[config.mk]
export PLATFORM = sky130hd
export DESIGN_NAME = z_fsm_path_driver_flat
export DESIGN_NICKNAME = d
export VERILOG_FILES = /design/src/rtl/z_fsm_pkg.sv /design/src/rtl/z_fsm_path_driver_if.sv /design/src/rtl/z_fsm_model.sv /design/src/rtl/z_fsm_path_driver.sv /design/src/flat_wrapper.sv
export SDC_FILE = /design/constraint.sdc
export NUM_CORES = 1
export LEC_CHECK = 0
export ABC_CLOCK_PERIOD_IN_PS = 4000
export CELL_PAD_IN_SITES_DETAIL_PLACEMENT = 0
export CELL_PAD_IN_SITES_GLOBAL_PLACEMENT = 1
export CORE_MARGIN = 2
export CORE_UTILIZATION = 25
export CTS_BUF_LIST = sky130_fd_sc_hd__clkbuf_8
export CTS_CLUSTER_SIZE = 10
export DETAILED_ROUTE_END_ITERATION = 10
export GPL_ROUTABILITY_DRIVEN = 0
export GPL_TIMING_DRIVEN = 0
export PLACE_DENSITY = 0.5
export SYNTH_ARGS = -nofsm -noshare
export SYNTH_HDL_FRONTEND = slang
export SYNTH_SLANG_ARGS = --single-unit
[constraint.sdc]
create_clock -name clk -period 4 [get_ports clk]
set_clock_uncertainty 0.15 [all_clocks]
set_input_delay 0.4 -clock clk [delete_from_list [all_inputs] [get_ports clk]]
set_output_delay 0.4 -clock clk [all_outputs]
set_load 0.1 [all_outputs]
[src/rtl/z_fsm_pkg.sv]
// Shared encodings for the two-input z-machine and its path driver.
// The bench reuses these encodings alongside the driver.
package z_fsm_pkg;

  typedef enum logic [1:0] {
    S0 = 2'b00,
    S1 = 2'b01,
    S2 = 2'b10,
    S3 = 2'b11
  } zstate_e;

  typedef enum logic {
    IDLE  = 1'b0,
    DRIVE = 1'b1
  } drv_state_e;

  localparam logic [1:0] SYM00 = 2'b00;
  localparam logic [1:0] SYM01 = 2'b01;
  localparam logic [1:0] SYM10 = 2'b10;
  localparam logic [1:0] SYM11 = 2'b11;

  // Symbols that keep the z-machine in its current state.
  localparam logic [1:0] HOLD_S0 = SYM00;
  localparam logic [1:0] HOLD_S1 = SYM10;
  localparam logic [1:0] HOLD_S2 = SYM01;
  localparam logic [1:0] HOLD_S3 = SYM01;

endpackage

[src/rtl/z_fsm_path_driver_if.sv]
// Request, symbol and status signals between the requester and the path driver.
interface z_fsm_path_driver_if;
  logic       req_valid;
  logic [1:0] req_target;
  logic       req_ready;
  logic       obs_z;
  logic       drv_x;
  logic       drv_y;
  logic       busy;
  logic       done;
  logic [1:0] cur_state;
  logic       err;
  logic       err_clr;

  modport master (
    output req_valid, req_target, obs_z, err_clr,
    input  req_ready, drv_x, drv_y, busy, done, cur_state, err
  );

  modport slave (
    input  req_valid, req_target, obs_z, err_clr,
    output req_ready, drv_x, drv_y, busy, done, cur_state, err
  );
endinterface

[src/rtl/z_fsm_model.sv]
// Combinational z-machine: next state for a {x,y} symbol, and the Moore z output.
module z_fsm_model
  import z_fsm_pkg::*;
(
  input  logic [1:0] state,
  input  logic [1:0] sym,
  output logic [1:0] next,
  output logic       z
);

  always_comb begin
    next = state;
    unique case (zstate_e'(state))
      S0: begin
        unique case (sym)
          SYM00:   next = S0;
          SYM01:   next = S2;
          SYM10:   next = S0;
          default: next = S1;
        endcase
      end
      S1: begin
        unique case (sym)
          SYM00:   next = S0;
          SYM01:   next = S2;
          SYM10:   next = S1;
          default: next = S2;
        endcase
      end
      S2: begin
        unique case (sym)
          SYM00:   next = S1;
          SYM01:   next = S2;
          SYM10:   next = S1;
          default: next = S3;
        endcase
      end
      default: begin
        unique case (sym)
          SYM00:   next = S0;
          SYM01:   next = S3;
          SYM10:   next = S2;
          default: next = S0;
        endcase
      end
    endcase
  end

  assign z = (state == S0) || (state == S3);

endmodule

[src/rtl/z_fsm_path_driver.sv]
// Steers the z-machine to a requested state along a shortest symbol path,
// keeping a cycle-accurate shadow of it and flagging z mismatches.
module z_fsm_path_driver
  import z_fsm_pkg::*;
#(
  parameter bit          CHECK_Z = 1'b1,
  parameter int unsigned DWELL   = 0
) (
  input  logic                 clk,
  input  logic                 reset_b,
  z_fsm_path_driver_if.slave   bus
);

  localparam logic [3:0] DWELL_CNT = 4'(DWELL);

  drv_state_e fsm;
  logic [1:0] shadow;
  logic [1:0] shadow_next;
  logic [1:0] sym;
  logic [1:0] tgt;
  logic [1:0] hop_tgt;
  logic [3:0] dwell;
  logic       done_r;
  logic       err_r;
  logic       z_exp;
  logic       accept;
  logic       mismatch;

  // First symbol of a shortest path from c to t; ties resolved to the lowest code.
  function automatic logic [1:0] hop(input logic [1:0] c, input logic [1:0] t);
    logic [1:0] s;
    s = SYM00;
    if (c == t) begin
      unique case (zstate_e'(c))
        S0:      s = HOLD_S0;
        S1:      s = HOLD_S1;
        S2:      s = HOLD_S2;
        default: s = HOLD_S3;
      endcase
    end else begin
      unique case (zstate_e'(c))
        S0:      s = (t == S1) ? SYM11 : SYM01;
        S1:      s = (t == S0) ? SYM00 : SYM01;
        S2:      s = (t == S3) ? SYM11 : SYM00;
        default: s = (t == S2) ? SYM10 : SYM00;
      endcase
    end
    return s;
  endfunction

  z_fsm_model u_model (
    .state (shadow),
    .sym   (sym),
    .next  (shadow_next),
    .z     (z_exp)
  );

  assign accept   = (fsm == IDLE) && !err_r && bus.req_valid;
  assign mismatch = CHECK_Z && (bus.obs_z != z_exp);

  // The symbol issued at the accepting edge must already aim at the new target.
  always_comb begin
    hop_tgt = shadow_next;
    if (accept)
      hop_tgt = bus.req_target;
    else if (fsm == DRIVE)
      hop_tgt = tgt;
  end

  always_ff @(posedge clk or negedge reset_b) begin
    if (!reset_b) begin
      fsm    <= IDLE;
      shadow <= S0;
      sym    <= SYM00;
      tgt    <= S0;
      dwell  <= '0;
      done_r <= 1'b0;
      err_r  <= 1'b0;
    end else begin
      shadow <= shadow_next;
      sym    <= hop(shadow_next, hop_tgt);
      done_r <= 1'b0;

      if (mismatch)
        err_r <= 1'b1;
      else if (bus.err_clr)
        err_r <= 1'b0;

      unique case (fsm)
        IDLE: begin
          if (accept) begin
            tgt   <= bus.req_target;
            dwell <= '0;
            fsm   <= DRIVE;
          end
        end
        default: begin
          if (mismatch || err_r) begin
            fsm <= IDLE;
          end else if (shadow == tgt) begin
            if (dwell == DWELL_CNT) begin
              done_r <= 1'b1;
              fsm    <= IDLE;
            end else begin
              dwell <= dwell + 4'd1;
            end
          end else begin
            dwell <= '0;
          end
        end
      endcase
    end
  end

  assign bus.drv_x     = sym[1];
  assign bus.drv_y     = sym[0];
  assign bus.busy      = (fsm == DRIVE);
  assign bus.done      = done_r;
  assign bus.cur_state = shadow;
  assign bus.err       = err_r;
  assign bus.req_ready = (fsm == IDLE) && !err_r;

endmodule
[src/flat_wrapper.sv]
// flat-port wrapper written by rule: the top's interface ports become plain ports
module z_fsm_path_driver_flat import z_fsm_pkg::*;
#(
  parameter bit          CHECK_Z = 1'b1,
  parameter int unsigned DWELL   = 0
)
  (clk, reset_b, bus_req_valid, bus_req_target, bus_obs_z, bus_err_clr, bus_req_ready, bus_drv_x, bus_drv_y, bus_busy, bus_done, bus_cur_state, bus_err);
  z_fsm_path_driver_if bus_i ();
  input  logic clk;
  input  logic reset_b;
  input wire logic [$bits(bus_i.req_valid)-1:0] bus_req_valid;
  input wire logic [$bits(bus_i.req_target)-1:0] bus_req_target;
  input wire logic [$bits(bus_i.obs_z)-1:0] bus_obs_z;
  input wire logic [$bits(bus_i.err_clr)-1:0] bus_err_clr;
  output wire logic [$bits(bus_i.req_ready)-1:0] bus_req_ready;
  output wire logic [$bits(bus_i.drv_x)-1:0] bus_drv_x;
  output wire logic [$bits(bus_i.drv_y)-1:0] bus_drv_y;
  output wire logic [$bits(bus_i.busy)-1:0] bus_busy;
  output wire logic [$bits(bus_i.done)-1:0] bus_done;
  output wire logic [$bits(bus_i.cur_state)-1:0] bus_cur_state;
  output wire logic [$bits(bus_i.err)-1:0] bus_err;
  assign bus_i.req_valid = bus_req_valid;
  assign bus_i.req_target = bus_req_target;
  assign bus_i.obs_z = bus_obs_z;
  assign bus_i.err_clr = bus_err_clr;
  assign bus_req_ready = bus_i.req_ready;
  assign bus_drv_x = bus_i.drv_x;
  assign bus_drv_y = bus_i.drv_y;
  assign bus_busy = bus_i.busy;
  assign bus_done = bus_i.done;
  assign bus_cur_state = bus_i.cur_state;
  assign bus_err = bus_i.err;
  z_fsm_path_driver #(.CHECK_Z(CHECK_Z), .DWELL(DWELL)) u_core (.clk(clk), .reset_b(reset_b), .bus(bus_i));
endmodule
After elaboration in Yosys (flattened, before gate mapping). Cells that the tools add are included.

Bits in registers: 13. Bits of input ports: 7. Word-level logic and storage cells: 69.

Add/subtract/negate cells: 1. Eq/ne operators: 15. Mux-type cells: 30. Bitwise operators: 1. Reductions and logical operators: 15.

Operators with widths (number): 4-bit 2-to-1 mux (5); 2-bit one-hot mux with 2 select lines (5); 2-bit equality test, second input constant (6); 1-bit 2-to-1 mux (12); 2-bit 2-to-1 mux (6); 2-bit one-hot mux with 3 select lines (2); 2-bit by 1-bit equality test with 1-bit output, second input constant (4); 2-bit logical NOT (4); 4-bit by 1-bit adder with 4-bit output, second input constant (1); 2-bit equality test (2); 4-bit logical NOT (1); 2-bit nonzero test (2); 3-bit != test, second input constant (1); 3-bit AND reduction (1); 1-bit logical AND (2); 1-bit logical OR (2); 2-bit != test, second input constant (1); 2-bit AND reduction (1); 2-bit OR reduction (1); 1-bit logical NOT (1); 1-bit != test (1); 1-bit NOT (1).

Logic depth before layout (Yosys ltp).
Depth after elaboration: 10. Mapped depth: 7. Gate-level depth less buffers: 7.

Cells and area by module. A second synthesis with hierarchy kept.

Cells, all modules: 82. Area, all modules: 879.6 sq um.

By module, submodules not included: z_fsm_path_driver (instances 1, cells an instance 58, area each 681.9 sq um); z_fsm_model (instances 1, cells an instance 24, area each 197.7 sq um).

Worst setup path before layout. No wires, ideal clock.

Path type: reg2out. From: reg u_core.fsm, in the netlist u_core.bus.busy. To: out bus_req_ready. Data arrival time: 2.311 ns. Data required time: 3.450 ns. Setup slack: 1.139 ns. Cell stages (with the launch flop): 3. Cells stage by stage: dfrtp_1 -> buf_6 -> nor2_1.

Longest elaborated chain between the ends: 2.

RTL lines: from (decl) (RTL line z_fsm_path_driver.sv:16) `drv_state_e fsm;`; from (signal assigned) (RTL line z_fsm_path_driver.sv:72) `fsm <= IDLE;`; from (signal assigned) (RTL line z_fsm_path_driver.sv:94) `fsm <= DRIVE;`; from (signal assigned) (RTL line z_fsm_path_driver.sv:99) `fsm <= IDLE;`; 1-bit NOT (no line); 1-bit logical AND (RTL line z_fsm_path_driver.sv:121) `assign bus.req_ready = (fsm == IDLE) && !err_r;`; to (decl) (RTL line flat_wrapper.sv:15) `output wire logic [$bits(bus_i.req_ready)-1:0] bus_req_ready;`.

No other way between the ends.

Final worst setup path. Ends and elaborated chain as after synthesis.

==> flow_summary_export.csv <==
group,metric,value,unit
drt,drt_iter0_markers,15,
synthesis,synth_compound_area_share,19.29,%
sta,drv_slew,0,
finish,final_cell_mix,"14 x clkdlybuf4s50_1, 13 x dfrtp_1, 12 x inv_1, 11 x ha_1, 9 x nor2_1",
clock_network,ctsHoldBuffers,0,
synthesis,synth-seq-cells,13,
grt,grt_pass1_vias,705,
sta,setup_viol,0,
finish,post-route-util,33.26,%
drt,route.detailed.drc,0,
setup_path,crit_path_end_kind,"output port",
setup_path,r2r-start,"u_core.bus.cur_state[0]$_DFF_PN0_",
setup_path,critPathKind,"reg2out",
drt,drt-pass1-iter-count,4,
sta,period_needed,2.598,ns
setup_path,worstSetupStartpointType,"register",
finish,area.growth.synth_to_final,27.71,%
die,boundaryPins,15,
grt,grt_use_total,9.906,%
die,start_util,26.04,%
synthesis,synth_cells,93,
synthesis,muxShareOfSynthArea,2.429,%
drt,num_vias,688,
sta,max-slew-margin-rel,35.32,%
setup_path,critPathBufInv,2,
synthesis,yosys.area_share.adder,15.71,%
sta,fin_setup_tns,0,ns
setup_path,crit_arrival,2.05,ns
sta,rsz0062_at_grt,"false",
setup_path,cp_cell_sequence,"buf_6 -> nor2_1 -> clkdlybuf4s50_1",
grt,grt_max_degree,14,
sta,fmax,0.3848,GHz
die,rows,21,
clock_network,cts_tree,"yes",
clock_network,cts_setup_buffers,0,
synthesis,synthXorXnorAreaFrac,3.000,%
die,dieWidth,63.19,um
setup_path,crit_path_max_fanout,10,
grt,grt_pass1_wl,3.139,mm
synthesis,postSynth.asyncResetShare,100.0,%
setup_path,slowest_delay,1.14,ns
synthesis,syn_area_per_cell,9.418,um^2
setup_path,crit_family,"buffers and inverters",
clock_network,ctsResizeCount,0,
die,die-area,3993,um^2
job,drv_cap,0,
die,die_y,63.19,um
synthesis,synth_edf_count,0,
drt,vias_per_cell,4.382,
synthesis,synth_nets,111,
clock_network,path_clk_slew,0.06,ns
synthesis,yosysSeqAreaShare,37.14,%
synthesis,synth_top_family_by_area,"compound AO/OA/AOI/OAI gates",
finish,final_common_cell,"clkdlybuf4s50_1",
setup_path,rrSetupSlack,1.99,ns
clock_network,clk_path_buf_depth,2,
setup_path,rr_worst_depth,7,
finish,num_antenna_cells,0,
synthesis,synth.distinct_cells,31,
clock_network,clk_latency,0.24,ns
sta,tightestPinTransition,0.9671,ns
synthesis,synth_area,875.8,um^2
sta,post-route-period-util,64.96,%
setup_path,required,3.45,ns
finish,drive_gt1_share,9.910,%
grt,grt_overflow,0,
finish,finalNetCount,130,
worst_hold_path,hp-class,"in2async",
setup_path,critPathSlowestCell,"clkdlybuf4s50_1",
setup_path,rr_endpoint,"u_core.dwell[0]$_DFFE_PN0P_",
synthesis,synth-main-ff-cell,"dfrtp_1",
clock_network,cts-root-buf,"clkbuf_8",
sta,finalHoldViolCount,0,
clock_network,cts_buffers,3,
placed_design,dp_hpwl,1.431,mm
clock_network,cts.sinks,13,
synthesis,yosysWarnings,0,
drt,routed_wl,1.751,mm
drt,post_drt_wl_per_cell,11.15,um
die,design.core.area,3363,um^2
status,status,"finished, final reports clean",
grt,antenna_found_initial,0,
synthesis,synth_simple_gate_area_share,16.43,%
drt,ant_nets,0,
placed_design,io_buffers,14,
clock_network,htreeDepth,1,
-- layout make-up --
class	instances	area [um^2]
fill	400	2245
multi-input combinational	68	498.0
sequential	13	325.3
timing repair buffer	14	140.1
tap	46	57.56
clock buffer	3	41.29
inverter	11	41.29
buffer	1	11.26
clock inverter	1	3.754
-- stage by stage --
stage	hold WS [ns]	area, um^2	worst slack (ns)	std cells
finish	0.3856	1119	1.402	157
global route	0.4168	1119	1.321	157
CTS	0.3869	1119	1.381	157
detailed placement	0.3703	1074	1.669	153
global placement	0.3724	1074	1.667	153
floorplan	-0.04559	875.8	1.139	93
-- worst max path at each step --
| stage | from | endpoint | slack, ns | depth (start not counted) |
|---|---|---|---|---|
| CTS | u_core.bus.busy$_DFF_PN0_ | bus_req_ready | 1.38 | 3 |
| global placement | u_core.bus.busy$_DFF_PN0_ | bus_req_ready | 1.67 | 3 |
| global route | u_core.bus.busy$_DFF_PN0_ | bus_req_ready | 1.32 | 3 |
| detailed placement | u_core.bus.busy$_DFF_PN0_ | bus_req_ready | 1.67 | 3 |
| floorplan | u_core.bus.busy$_DFF_PN0_ | bus_req_ready | 1.14 | 2 |
| finish | u_core.bus.busy$_DFF_PN0_ | bus_req_ready | 1.40 | 3 |
-- logic make-up (layout without fill, tap and decap cells) --
family / after synthesis / in the layout
xor+xnor: 3 / 3
flops: 13 / 13
buf+inv: 12 / 30
simple gates: 29 / 29
mux: 2 / 2
compound gates: 23 / 23
fa+ha+maj: 11 / 11
-- state kept, by name (all words and copies together) (netlist names) --
register,flops
u_core.bus.busy,1
u_core.dwell,4
u_core.sym,2
u_core.tgt,2
u_core.bus.err,1
u_core.bus.done,1
u_core.bus.cur_state,2
-- cell usage after synthesis (2+ instances only) --
cell / n / area, um^2
dfrtp_1: 13 / 325.3
ha_1: 11 / 137.6
inv_1: 11 / 41.29
nor2_1: 9 / 33.78
nand2_1: 7 / 26.28
a21oi_1: 4 / 20.02
o21ai_0: 4 / 20.02
nand2b_1: 3 / 18.77
nand3_1: 3 / 15.01
xnor2_1: 3 / 26.28
a211o_1: 2 / 17.52
a21o_1: 2 / 15.01
nor3_1: 2 / 10.01
o21a_1: 2 / 15.01
-- layer usage --
layer,track usage [%],wire (um),vias up
met5,0,0,-
met3,2.500,85,2
li1,-,-,357
met4,5.707,15,0
met2,14.10,725,10
met1,13.51,924,319
Power is not shown: default switching activity piles up to over one toggle a cycle in this logic, so the estimate is an artifact.
